## src/rtl/input_memory_read_arbiter_if.sv

```systemverilog
// Controller-side input-memory read handshake.
// master = arbiter side, slave = ethernet controller side.
interface input_memory_read_arbiter_if #(
   parameter int ADDRESS_WIDTH   = 17,
   parameter int DATA_BYTE_WIDTH = 1
);
   logic                         inputMemoryReadReq;
   logic                         inputMemoryReadAck;
   logic [ADDRESS_WIDTH-1:0]     inputMemoryReadAdd;
   logic                         inputMemoryReadDataValid;
   logic [DATA_BYTE_WIDTH*8-1:0] inputMemoryReadData;

   modport master (
      output inputMemoryReadReq,
      output inputMemoryReadAdd,
      input  inputMemoryReadAck,
      input  inputMemoryReadDataValid,
      input  inputMemoryReadData
   );

   modport slave (
      input  inputMemoryReadReq,
      input  inputMemoryReadAdd,
      output inputMemoryReadAck,
      output inputMemoryReadDataValid,
      output inputMemoryReadData
   );
endinterface

```

## src/rtl/input_memory_read_arbiter.sv

```systemverilog
// N-channel round-robin front end for the controller's input-memory read port.
// One request is forwarded at a time; accepted requests are tagged with their
// channel ID in an in-order tag FIFO so returned data is steered back to the
// originating channel. Data arriving with no outstanding tag is dropped and
// flagged with a sticky underflow error.
module input_memory_read_arbiter #(
   parameter int NUM_CHANNELS    = 4,
   parameter int CH_ID_WIDTH     = 2,
   parameter int ADDRESS_WIDTH   = 17,
   parameter int DATA_BYTE_WIDTH = 1,
   parameter int MAX_OUTSTANDING = 8
) (
   input  logic                                  userInterfaceClk,
   input  logic                                  userResetLow,
   input  logic [NUM_CHANNELS-1:0]               chReadReq,
   input  logic [NUM_CHANNELS*ADDRESS_WIDTH-1:0] chReadAdd,
   output logic [NUM_CHANNELS-1:0]               chReadAck,
   output logic [NUM_CHANNELS-1:0]               chReadDataValid,
   output logic [DATA_BYTE_WIDTH*8-1:0]          chReadData,
   input_memory_read_arbiter_if.master           mem,
   output logic [$clog2(MAX_OUTSTANDING):0]      outstandingCount,
   output logic                                  readUnderflowError
);

   localparam int CNT_W = $clog2(MAX_OUTSTANDING) + 1;
   localparam int PTR_W = $clog2(MAX_OUTSTANDING);

   typedef enum logic {IDLE, REQUEST} state_t;

   state_t                      state_q;
   logic [CH_ID_WIDTH-1:0]      ptr_q;
   logic [CH_ID_WIDTH-1:0]      grant_q;
   logic [ADDRESS_WIDTH-1:0]    addr_q;
   logic                        req_q;

   logic [CH_ID_WIDTH-1:0]      tag_mem [MAX_OUTSTANDING];
   logic [PTR_W-1:0]            wr_q;
   logic [PTR_W-1:0]            rd_q;
   logic [CNT_W-1:0]            count_q;

   logic                        dv_q;
   logic [CH_ID_WIDTH-1:0]      dv_ch_q;
   logic [DATA_BYTE_WIDTH*8-1:0] data_q;
   logic                        err_q;

   // Round-robin search: rotate requests so the pointer sits at bit 0, then
   // take the lowest set bit and rotate the offset back.
   logic [2*NUM_CHANNELS-1:0]   req_dbl;
   logic [NUM_CHANNELS-1:0]     req_rot;
   logic                        found;
   logic [CH_ID_WIDTH-1:0]      offset;
   logic [CH_ID_WIDTH:0]        pick_sum;
   logic [CH_ID_WIDTH-1:0]      grant_d;
   logic [ADDRESS_WIDTH-1:0]    addr_d;
   logic [CH_ID_WIDTH-1:0]      ptr_d;
   logic                        can_grant;
   logic                        accept;
   logic                        push;
   logic                        pop;
   logic                        underflow;

   assign req_dbl = {chReadReq, chReadReq};
   assign req_rot = req_dbl[ptr_q +: NUM_CHANNELS];

   // Priority-encode the rotated request vector (lowest index wins).
   always_comb begin
      found  = 1'b0;
      offset = '0;
      for (int k = NUM_CHANNELS - 1; k >= 0; k--) begin
         if (req_rot[k]) begin
            found  = 1'b1;
            offset = CH_ID_WIDTH'(k);
         end
      end
   end

   assign pick_sum  = {1'b0, ptr_q} + {1'b0, offset};
   assign grant_d   = (pick_sum >= (CH_ID_WIDTH+1)'(NUM_CHANNELS))
                      ? CH_ID_WIDTH'(pick_sum - (CH_ID_WIDTH+1)'(NUM_CHANNELS))
                      : CH_ID_WIDTH'(pick_sum);
   assign addr_d    = chReadAdd[int'(grant_d)*ADDRESS_WIDTH +: ADDRESS_WIDTH];
   assign ptr_d     = (grant_q == CH_ID_WIDTH'(NUM_CHANNELS - 1)) ? '0 : grant_q + 1'b1;
   assign can_grant = found && (count_q < CNT_W'(MAX_OUTSTANDING));

   assign accept    = req_q && mem.inputMemoryReadAck;
   assign push      = accept;
   assign pop       = mem.inputMemoryReadDataValid && (count_q != '0);
   assign underflow = mem.inputMemoryReadDataValid && (count_q == '0);

   // Request FSM: latch the winner in IDLE, hold the request until accepted.
   always_ff @(posedge userInterfaceClk) begin
      if (!userResetLow) begin
         state_q <= IDLE;
         ptr_q   <= '0;
         grant_q <= '0;
         addr_q  <= '0;
         req_q   <= 1'b0;
      end else begin
         case (state_q)
            IDLE: begin
               if (can_grant) begin
                  state_q <= REQUEST;
                  grant_q <= grant_d;
                  addr_q  <= addr_d;
                  req_q   <= 1'b1;
               end
            end
            REQUEST: begin
               if (mem.inputMemoryReadAck) begin
                  state_q <= IDLE;
                  req_q   <= 1'b0;
                  ptr_q   <= ptr_d;
               end
            end
            default: begin
               state_q <= IDLE;
               req_q   <= 1'b0;
            end
         endcase
      end
   end

   // Tag storage: written on acceptance, no reset needed for the contents.
   always_ff @(posedge userInterfaceClk) begin
      if (push) begin
         tag_mem[wr_q] <= grant_q;
      end
   end

   // Tag FIFO pointers and outstanding-read counter.
   always_ff @(posedge userInterfaceClk) begin
      if (!userResetLow) begin
         wr_q    <= '0;
         rd_q    <= '0;
         count_q <= '0;
      end else begin
         if (push) wr_q <= wr_q + 1'b1;
         if (pop)  rd_q <= rd_q + 1'b1;
         case ({push, pop})
            2'b10:   count_q <= count_q + 1'b1;
            2'b01:   count_q <= count_q - 1'b1;
            default: count_q <= count_q;
         endcase
      end
   end

   // Return path: register data and head tag for a one-cycle valid pulse.
   always_ff @(posedge userInterfaceClk) begin
      if (!userResetLow) begin
         dv_q    <= 1'b0;
         dv_ch_q <= '0;
         data_q  <= '0;
         err_q   <= 1'b0;
      end else begin
         dv_q <= pop;
         if (pop) begin
            dv_ch_q <= tag_mem[rd_q];
            data_q  <= mem.inputMemoryReadData;
         end
         if (underflow) begin
            err_q <= 1'b1;
         end
      end
   end

   // One-hot steering of acknowledge and data-valid to the tagged channel.
   for (genvar gi = 0; gi < NUM_CHANNELS; gi++) begin : g_steer
      assign chReadAck[gi]       = accept && (grant_q == CH_ID_WIDTH'(gi));
      assign chReadDataValid[gi] = dv_q && (dv_ch_q == CH_ID_WIDTH'(gi));
   end

   assign mem.inputMemoryReadReq = req_q;
   assign mem.inputMemoryReadAdd = req_q ? addr_q : '0;
   assign chReadData             = data_q;
   assign outstandingCount       = count_q;
   assign readUnderflowError     = err_q;

endmodule

```

## src/flat_wrapper.sv

```systemverilog
// flat-port wrapper written by rule: the top's interface ports become plain ports
module input_memory_read_arbiter_flat 
#(
   parameter int NUM_CHANNELS    = 4,
   parameter int CH_ID_WIDTH     = 2,
   parameter int ADDRESS_WIDTH   = 17,
   parameter int DATA_BYTE_WIDTH = 1,
   parameter int MAX_OUTSTANDING = 8
)
  (userInterfaceClk, userResetLow, chReadReq, chReadAdd, chReadAck, chReadDataValid, chReadData, outstandingCount, readUnderflowError, mem_inputMemoryReadReq, mem_inputMemoryReadAdd, mem_inputMemoryReadAck, mem_inputMemoryReadDataValid, mem_inputMemoryReadData);
  input_memory_read_arbiter_if #(.ADDRESS_WIDTH(ADDRESS_WIDTH), .DATA_BYTE_WIDTH(DATA_BYTE_WIDTH)) mem_i ();
  input  logic userInterfaceClk;
  input  logic userResetLow;
  input  logic [NUM_CHANNELS-1:0] chReadReq;
  input  logic [NUM_CHANNELS*ADDRESS_WIDTH-1:0] chReadAdd;
  output logic [NUM_CHANNELS-1:0] chReadAck;
  output logic [NUM_CHANNELS-1:0] chReadDataValid;
  output logic [DATA_BYTE_WIDTH*8-1:0] chReadData;
  output logic [$clog2(MAX_OUTSTANDING):0] outstandingCount;
  output logic readUnderflowError;
  output wire logic [$bits(mem_i.inputMemoryReadReq)-1:0] mem_inputMemoryReadReq;
  output wire logic [$bits(mem_i.inputMemoryReadAdd)-1:0] mem_inputMemoryReadAdd;
  input wire logic [$bits(mem_i.inputMemoryReadAck)-1:0] mem_inputMemoryReadAck;
  input wire logic [$bits(mem_i.inputMemoryReadDataValid)-1:0] mem_inputMemoryReadDataValid;
  input wire logic [$bits(mem_i.inputMemoryReadData)-1:0] mem_inputMemoryReadData;
  assign mem_inputMemoryReadReq = mem_i.inputMemoryReadReq;
  assign mem_inputMemoryReadAdd = mem_i.inputMemoryReadAdd;
  assign mem_i.inputMemoryReadAck = mem_inputMemoryReadAck;
  assign mem_i.inputMemoryReadDataValid = mem_inputMemoryReadDataValid;
  assign mem_i.inputMemoryReadData = mem_inputMemoryReadData;
  input_memory_read_arbiter #(.NUM_CHANNELS(NUM_CHANNELS), .CH_ID_WIDTH(CH_ID_WIDTH), .ADDRESS_WIDTH(ADDRESS_WIDTH), .DATA_BYTE_WIDTH(DATA_BYTE_WIDTH), .MAX_OUTSTANDING(MAX_OUTSTANDING)) u_core (.userInterfaceClk(userInterfaceClk), .userResetLow(userResetLow), .chReadReq(chReadReq), .chReadAdd(chReadAdd), .chReadAck(chReadAck), .chReadDataValid(chReadDataValid), .chReadData(chReadData), .mem(mem_i), .outstandingCount(outstandingCount), .readUnderflowError(readUnderflowError));
endmodule
```

## config.mk

```make
export PLATFORM = sky130hd
export DESIGN_NAME = input_memory_read_arbiter_flat
export DESIGN_NICKNAME = d
export VERILOG_FILES = /design/src/rtl/input_memory_read_arbiter_if.sv /design/src/rtl/input_memory_read_arbiter.sv /design/src/flat_wrapper.sv
export SDC_FILE = /design/constraint.sdc
export NUM_CORES = 1
export LEC_CHECK = 0
export ABC_AREA = 0
export BUFFER_PORTS_ARGS = -buffer_cell sky130_fd_sc_hd__clkbuf_2
export CORE_MARGIN = 2
export CORE_UTILIZATION = 25
export CTS_CLUSTER_DIAMETER = 100
export DETAILED_ROUTE_END_ITERATION = 10
export SYNTH_ARGS = -nofsm -noshare
export SYNTH_HDL_FRONTEND = slang
export SYNTH_SLANG_ARGS = --single-unit
```

## constraint.sdc

```tcl
create_clock -name userInterfaceClk -period 2.7 [get_ports userInterfaceClk]
set_input_delay 0.54 -clock userInterfaceClk [delete_from_list [all_inputs] [get_ports userInterfaceClk]]
set_output_delay 0.54 -clock userInterfaceClk [all_outputs]
set_load 0.03 [all_outputs]
```

# After elaboration in Yosys (flattened, before gate mapping)
# Memories as Yosys holds them, arrays and structs flattened. A register that Yosys moved wholly into a read port is not among the register bits.
# Cells that the tools add are included.
# word_totals
register_bits,43
ramBits,16
inputBits,84
output_inout_bits,39
memories,1
# memory_table
name,words,word_bits,rd,rd_ports_with_merged_regs,wr,line_no,text
u_core.tag_mem,8,2,1,1,1,input_memory_read_arbiter.sv:36,logic [CH_ID_WIDTH-1:0] tag_mem [MAX_OUTSTANDING];
# classes
n_addsub,7
mul,1
order_cmp,2
n_eq_ne,10
n_shift,2
mux,20
n_bitwise,1
reduce_logical,21
# op_table
cell,n
68-bit by 32-bit indexed part select with 17-bit output,1
17-bit 2-to-1 mux,1
1-bit logical AND,12
2-bit 2-to-1 mux,6
"2-bit equality test, second input constant",5
1-bit 2-to-1 mux,10
4-bit one-hot mux with 2 select lines,1
8-bit by 3-bit indexed part select with 4-bit output,1
"2-bit by 5-bit multiplier with 7-bit output, second input constant",1
"3-bit by 1-bit adder with 3-bit output, second input constant",2
"2-bit by 1-bit equality test with 1-bit output, second input constant",3
2-bit AND reduction,3
"4-bit by 1-bit adder with 4-bit output, second input constant",1
2-bit zero test,2
4-bit zero test,1
"4-bit < comparator, second input constant",1
1-bit one-hot mux with 2 select lines,2
4-bit nonzero test,1
"4-bit by 1-bit subtractor with 4-bit output, second input constant",1
2-bit by 2-bit adder with 3-bit output,1
"3-bit >= comparator, second input constant",1
"2-bit by 1-bit adder with 2-bit output, second input constant",1
"2-bit by 1-bit != test with 1-bit output, second input constant",1
"2-bit != test, second input constant",1
4 further kinds,4

# Depth between registers and ports, before layout
# Gate-level depths: netlist of run 1.
# depth
word_depth,10
depth_mapped,11

# Least setup slack after synthesis of run 1
# OpenSTA, ideal clock, no wires.
# synth_timing
path_kind,in2reg
start,input chReadReq[0]
end,register u_core.addr_q[13]
arrival_time_ps,2607
slack_ps,-32
cell_stages,11
path_buffers,2
cell_sequence,clkbuf_2 nor2_1 a221oi_1 a31oi_1 a211o_1 ha_1 xor2_1 nand3_2 buf_6 a221oi_1 o31ai_2
# synth_between
elab_chain_cells,10
# synth_rtl
item,line_no,text
"start, declared",flat_wrapper.sv:14,input logic [NUM_CHANNELS-1:0] chReadReq;
8-bit by 3-bit indexed part select with 4-bit output *,input_memory_read_arbiter.sv:63,assign req_rot = req_dbl[ptr_q +: NUM_CHANNELS];
2-bit 2-to-1 mux (4 in series),input_memory_read_arbiter.sv:70,if (req_rot[k]) begin
2-bit by 2-bit adder with 3-bit output,input_memory_read_arbiter.sv:77,"assign pick_sum = {1'b0, ptr_q} + {1'b0, offset};"
3-bit >= comparator / 2-bit by 1-bit subtractor with 2-bit output (equally long branches),"input_memory_read_arbiter.sv:78, input_memory_read_arbiter.sv:79",
2-bit 2-to-1 mux,input_memory_read_arbiter.sv:79,? CH_ID_WIDTH'(pick_sum - (CH_ID_WIDTH+1)'(NUM_CHANNELS))
2-bit by 5-bit multiplier with 7-bit output,input_memory_read_arbiter.sv:81,assign addr_d = chReadAdd[int'(grant_d)*ADDRESS_WIDTH +: ADDRESS_WIDTH];
68-bit by 32-bit indexed part select with 17-bit output,input_memory_read_arbiter.sv:81,
"end signal, assigned",input_memory_read_arbiter.sv:104,addr_q <= addr_d;
"end, declared",input_memory_read_arbiter.sv:33,logic [ADDRESS_WIDTH-1:0] addr_q;
# Every way passes the cells marked *; elsewhere a longest branch is shown, timed or not.
# A chain may end at the register's enable or synchronous reset.

# Worst setup path in the final report of run 1
# layout_timing
start,register u_core.ptr_q[0]
end,register u_core.addr_q[3]
# layout_between
elab_chain_cells,10
# layout_rtl
item,line_no,text
"start, declared",input_memory_read_arbiter.sv:31,logic [CH_ID_WIDTH-1:0] ptr_q;
"start signal, assigned",input_memory_read_arbiter.sv:112,ptr_q <= ptr_d;
8-bit by 3-bit indexed part select with 4-bit output,input_memory_read_arbiter.sv:63,
2-bit 2-to-1 mux (4 in series),input_memory_read_arbiter.sv:70,
2-bit by 2-bit adder with 3-bit output,input_memory_read_arbiter.sv:77,
3-bit >= comparator / 2-bit by 1-bit subtractor with 2-bit output (equally long branches),"input_memory_read_arbiter.sv:78, input_memory_read_arbiter.sv:79",
2-bit 2-to-1 mux,input_memory_read_arbiter.sv:79,
2-bit by 5-bit multiplier with 7-bit output,input_memory_read_arbiter.sv:81,
68-bit by 32-bit indexed part select with 17-bit output,input_memory_read_arbiter.sv:81,
# Several ways; a longest one is shown, not always the timed one.

==> results of run 1 <==
-- power groups by stage --
stage / sequential, mW / combinational (mW) / clock [mW]
floorplan: 1.34 / 1.01 / 0
global placement: 1.26 / 1.48 / 0
detailed placement: 1.27 / 1.51 / 0
CTS: 1.25 / 1.52 / 1.07
global route: 1.28 / 1.67 / 1.12
finish: 1.25 / 1.52 / 1.05
-- sequential cells by signal (all words and copies together) (netlist names) --
| register | count |
|---|---|
| u_core.addr_q | 17 |
| u_core.chReadData | 8 |
| u_core.dv_ch_q | 2 |
| u_core.dv_q | 1 |
| u_core.grant_q | 2 |
| u_core.mem.inputMemoryReadReq | 1 |
| u_core.outstandingCount | 4 |
| u_core.ptr_q | 2 |
| u_core.rd_q | 3 |
| u_core.readUnderflowError | 1 |
| u_core.state_q | 1 |
| u_core.tag_mem | 16 |
| u_core.wr_q | 3 |
-- critical path, cell delays in order, from the launching register on --
cell and delay [ns]:
dfxtp_1 0.38, nor2_1 0.07, a221oi_1 0.30, a31oi_1 0.07, a211o_1 0.31, ha_4 0.19, xor2_2 0.17, a21oi_4 0.50
a2111oi_0 0.17, o31ai_1 0.23
-- logic make-up after synthesis --
family	after synthesis	synth area share (%)
buffers and inverters	29	6.13
AO/OA/AOI/OAI	88	23.2
AND/OR/NAND/NOR	160	23.2
XOR/XNOR	8	1.95
multiplexers	8	3.62
adder cells (fa/ha/maj)	10	3.48
flip-flops	61	38.4
-- area by class of cell --
class	instances	area, µm²	area share [%]
inverter	5	18.8	0.393
tap	180	225	4.71
multi-input combinational	274	2030	42.5
timing repair buffer	152	848	17.7
clock inverter	7	50.0	1.05
sequential	61	1380	28.9
clock buffer	9	225	4.71
-- per-layer routing --
metal	vias to the layer above	routed length, µm	global-route usage (%)
li1	1615	-	-
met1	1488	4220	15.5
met2	112	4500	21.7
met3	8	752	4.62
met4	0	63	2.95
met5	-	0	0
-- through the flow --
step,hold slack [ns],setup slack (ns),utilization (%)
6_report,0.431,0.203,34.3
3_5_place_dp,0.444,-0.297,32.1
2_1_floorplan,0.417,0.00148,-
3_3_place_gp,0.429,-0.226,32.1
4_1_cts,0.418,0.0529,34.1
5_1_grt,0.431,0.00815,34.3
-- Yosys cell counts, types with 3 or more instances --
cell	count	area share, %
xor2_1	6	1.5
nand2b_1	3	0.52
o31ai_2	10	3.5
mux2i_1	4	1.1
nor3_1	5	0.70
and2b_2	3	0.73
a21oi_1	18	2.5
buf_6	5	1.6
and3_1	5	0.87
inv_1	3	0.31
mux4_2	4	2.5
nor2b_1	33	5.7
and2_1	17	3.0
dfxtp_1	45	25
clkbuf_8	4	1.5
clkbuf_1	10	1.0
nand2_1	44	4.6
nand3_1	5	0.70
o31ai_1	7	1.5
a221oi_1	19	4.6
a2111oi_0	7	1.7
edfxtp_1	16	13
a2111oi_2	10	4.2
nor2_1	29	3.0
ha_1	10	3.5
-- worst min-delay path by stage --
| stage | endpoint | depth (start not counted) | slack, ns | startpoint |
|---|---|---|---|---|
| after floorplan | u_core.addr_q[16] | 2 | 0.42 | u_core.addr_q[16] |
| after global placement | u_core.addr_q[4] | 2 | 0.43 | u_core.addr_q[4] |
| after detailed placement | u_core.addr_q[5] | 2 | 0.44 | u_core.addr_q[5] |
| after CTS | u_core.chReadData[0] | 3 | 0.42 | mem_inputMemoryReadData[0] |
| after global routing | u_core.chReadData[0] | 3 | 0.43 | mem_inputMemoryReadData[0] |
| final | u_core.chReadData[0] | 3 | 0.43 | mem_inputMemoryReadData[0] |
-- repair_timing --
action,CTS,global route
hold buffers,0,0
hold endpoints to repair,0,0
buffers inserted,0,0
setup endpoints to repair,1,14
resized for setup,1,4
pin swaps,0,0
==> summary.txt, run 1 <==
Final Hold Fails = 0
Antenna Cells = 0
CP Capture Point = u_core.addr_q[3]
layout cell share with drive strength beyond 1 = 41.7%
Non-Filler Instances = 688
Post-DP Area = 4480 µm²
final period utilization = 92.5%
Initial DRC Count = 100
initial antenna violation count = 0
total wire length = 9540 µm
grt ovf = 0
GRT Overall Usage = 12.8%
DR pass1 iterations = 4
Clock power frac = 27.4%
largest net degree at the start of global routing = 29
register bit count reported by yosys = 61
Inst Count DP = 672
switching power = 1.42 mW
hold crit path type = input port to flip-flop
Netlist cell types = 59
via/cell ratio = 4.68
pwr/cell area = 798 nW/µm²
TNS Setup = 0 ns
RSZ-0062 raised after global routing = false
Final setup viols = 0
root buf cell = clkbuf_16
max cap viols = 0
NumNets Final = 597
CTS tree = yes
most frequent cells in the layout = clkbuf_2, dfxtp_1, nand2_1
Die Wd = 124 µm
via count = 3223
part of the power in registers = 32.8%
Die Y = 124 µm
first-pass GRT wire length = 15300 µm
Worst Tran Pin Value = 1.22 ns
clock-pin slew on the worst setup and hold paths = 0.06 ns
combinational share of power = 39.8%
Final Power = 3.81 mW
Int Pwr = 2.39 mW
clock sink count = 61
Synth async-reset ratio = 0%
CTS max path bufs = 2
Worst Path Arrival = 2.73 ns
status = completed
R2R setup slack = 0.20 ns
crit path capture type = flip-flop
critical path class = flip-flop to flip-flop
maximum vdd drop = 0.337 mV
commonest non-fill, non-tap cell in the layout = clkbuf_2
Fmax = 0.400 GHz
Worst Reg-to-Reg Cells = 9
Worst setup startpoint = u_core.ptr_q[0]
routability cong. = 0.832
Site Rows = 43
ys flop type = dfxtp_1
Post-Syn Instances = 364
fin. max-slew vios = 0
Avg Inst Size Synth = 9.87 µm²
Synth-to-Final Area Change = 33.0%
Post-route DRC = 0
switching share of power = 37.3%
Slew headroom = 18.6%
Die Footprint = 15300 µm²
Ports = 123
post-synth net total = 458
H-tree levels = 3
Final HPWL DP = 7460 µm
core area = 13900 µm²
skew final = 0.00916 ns
Critical Path Start Type = flip-flop
ANT nets after route = 0
part of the Yosys area used for sequential elements = 38.4%
wire per inst = 13.9 µm
Post-synth EDFFs = 16
number of I/O port buffers = 122
reg-to-reg startpoint = u_core.ptr_q[0]
fillers = 1447
CP max FO = 17
cell area after layout = 4780 µm²
Initial Util = 25.8%
synth warn = 0
Mapped Area = 3590 µm²
number of global-route vias before repair = 3219
Final Critical Period = 2.50 ns
RR Endpoint = u_core.addr_q[3]
TritonCTS Buffers = 9
worst path required time = 2.93 ns
Skew-Pair Late Insertion Delay = 0.33 ns
Static Leakage = 2.01 nW
(Power assumes the default switching activity.)
==> inputs of run 2 (changes only) <==
--- a/config.mk
+++ b/config.mk
@@ -8,7 +8,7 @@
 export ABC_AREA = 0
 export BUFFER_PORTS_ARGS = -buffer_cell sky130_fd_sc_hd__clkbuf_2
 export CORE_MARGIN = 2
-export CORE_UTILIZATION = 25
+export CORE_UTILIZATION = 35
 export CTS_CLUSTER_DIAMETER = 100
 export DETAILED_ROUTE_END_ITERATION = 10
 export SYNTH_ARGS = -nofsm -noshare
==> constraint.sdc (replaced) <==
create_clock -name userInterfaceClk -period 2.8 [get_ports userInterfaceClk]
set_input_delay 0.56 -clock userInterfaceClk [delete_from_list [all_inputs] [get_ports userInterfaceClk]]
set_output_delay 0.56 -clock userInterfaceClk [all_outputs]
set_load 0.03 [all_outputs]
==> run 2 against run 1 <==
  * Die area fell by 28%
  * Clock power fell by 24%
  * Global-route usage rose by 3.0 points
  * First-iteration DRC count rose by 52%
  * Critical endpoint is now u_core.addr_q[15]
  * Non-clock buffer count fell by 15
  * Critical path type unchanged
  * Hold slack improved by 0.011 ns
  * Largest power group unchanged
  * Routed wire length fell by 8.6%
==> summary.txt, run 2 (synthesized netlist as in run 1, its figures left out) <==
largest net degree at the start of global routing = 50
via count = 3153
GRT Overall Usage = 15.8%
DR pass1 iterations = 4
Final HPWL DP = 6660 µm
uppermost layer routed = met4
CTS tree = yes
first-pass GRT wire length = 14200 µm
Initial Util = 36.4%
Initial DRC Count = 152
H-tree levels = 3
WL met3 = 571 µm
Final setup viols = 0
pwr/cell area = 746 nW/µm²
Die Y = 105 µm
Die Wd = 105 µm
most frequent cells in the layout = clkbuf_2, dfxtp_1, nand2_1
max FFs per register = 17
Crit-path slowest cell = a2111oi_0
Worst setup startpoint = u_core.ptr_q[0]
fin. max-slew vios = 0
Slew headroom = 25.5%
Worst Path Arrival = 2.72 ns
CP max FO = 17
skew final = 0.0119 ns
CTS max path bufs = 2
Critical Path Start Type = flip-flop
number of I/O port buffers = 122
post-cts repair resize count = 0
Worst Reg-to-Reg Cells = 9
via/cell ratio = 5.04
status = completed
Skew-Pair Late Insertion Delay = 0.33 ns
Final Power = 3.38 mW
reg-to-reg startpoint = u_core.ptr_q[0]
RR Endpoint = u_core.addr_q[15]
maximum vdd drop = 0.274 mV
max cap viols = 0
HP Start = mem_inputMemoryReadData[7]
routability cong. = 0.854
clock-pin slew on the worst setup and hold paths = 0.07 ns
initial antenna violation count = 0
clock sink count = 61
commonest non-fill, non-tap cell in the layout = clkbuf_2
DRT met1 WL = 4100 µm
worst path required time = 3.00 ns
Final Hold Fails = 0
hold crit path type = input port to flip-flop
total wire length = 8720 µm
Post-CTS Setup Inserts = 0
final period utilization = 90.1%
Top reg by flops = u_core.addr_q
TritonCTS Buffers = 9
Worst Tran Pin Value = 1.11 ns
Fmax = 0.396 GHz
layout cell share with drive strength beyond 1 = 39.1%
Final Critical Period = 2.52 ns
critical path class = flip-flop to flip-flop
Die Footprint = 11100 µm²
number of global-route vias before repair = 3049
wire per inst = 13.9 µm
root buf cell = clkbuf_8
Hold WS = 0.442 ns
grt ovf = 0
Synth-to-Final Area Change = 25.9%
cts hold-fix bufs = 0
ANT nets after route = 0
NumNets Final = 582
CP Capture Point = u_core.addr_q[15]
Antenna Cells = 0
crit path capture type = flip-flop
R2R setup slack = 0.28 ns
RSZ-0062 raised after global routing = false
Largest stage delay, worst path = 0.50 ns
core area = 9860 µm²
Post-route DRC = 0
Site Rows = 36
Static Leakage = 1.92 nW
met2 routed wirelength = 3910 µm
CP Cell Sequence = nor2_1, a221oi_1, a31oi_1, a211o_1, ha_2, xor2_1, a21oi_4, a2111oi_0, o31ai_1
Ports = 123
run 2: cell count changes in the layout (fill, tap and decap cells not counted), sizes merged:
cell,previous run,this run
inv,5,4
buf,30,15
bufinv,0,1
clkinvlp,3,1
clkinv,4,3
clkbuf,131,134
run 2: cell type report:
| class | count | area (µm²) |
|---|---|---|
| Fill cell | 983 | 5340 |
| Inverter | 5 | 18.8 |
| Clock buffer | 12 | 155 |
| Sequential cell | 61 | 1380 |
| Tap cell | 133 | 166 |
| Multi-Input combinational cell | 274 | 1990 |
| Timing Repair Buffer | 137 | 761 |
| Clock inverter | 4 | 47.5 |
run 2: where the power goes:
part	switching [mW]	internal [mW]	total, mW	leakage [nW]
combinational	0.786	0.573	1.36	1.30
clock	0.336	0.457	0.793	0.102
sequential	0.146	1.08	1.22	0.516
run 2: worst min-delay path by stage:
stage / slack [ns] / cells past startpoint / end
floorplan: 0.42 / 2 / u_core.addr_q[16]
global placement: 0.43 / 2 / u_core.addr_q[15]
detailed placement: 0.44 / 2 / u_core.addr_q[2]
CTS: 0.43 / 3 / u_core.chReadData[3]
global route: 0.45 / 3 / u_core.chReadData[3]
finish: 0.44 / 3 / u_core.chReadData[7]
run 2: metal layers:
metal / global-route usage, % / up-vias
met4: 6.19 / 0
met5: 0 / -
met3: 3.15 / 13
met2: 25.3 / 132
li1: - / 1580
met1: 20.9 / 1428
run 2: through the flow:
step | setup slack (ns) | instances | utilization, % | TNS (ns) | cell area (µm²)
after floorplan | 0.0485 | 364 | - | 0 | 3590
after global placement | -0.0631 | 610 | 43.8 | -0.0631 | 4320
after detailed placement | -0.0258 | 610 | 43.8 | -0.0258 | 4320
after CTS | 0.262 | 626 | 45.9 | 0 | 4520
after global routing | 0.0259 | 626 | 45.9 | 0 | 4520
final | 0.277 | 626 | 45.9 | 0 | 4520
run 2: worst max-delay path: cells and delay by family (launching register included):
family	cells	cell delay [ns]
XOR/XNOR	1	0.30
adder cells (fa/ha/maj)	1	0.19
AO/OA/AOI/OAI	6	1.44
flip-flops	1	0.38
AND/OR/NAND/NOR	1	0.07
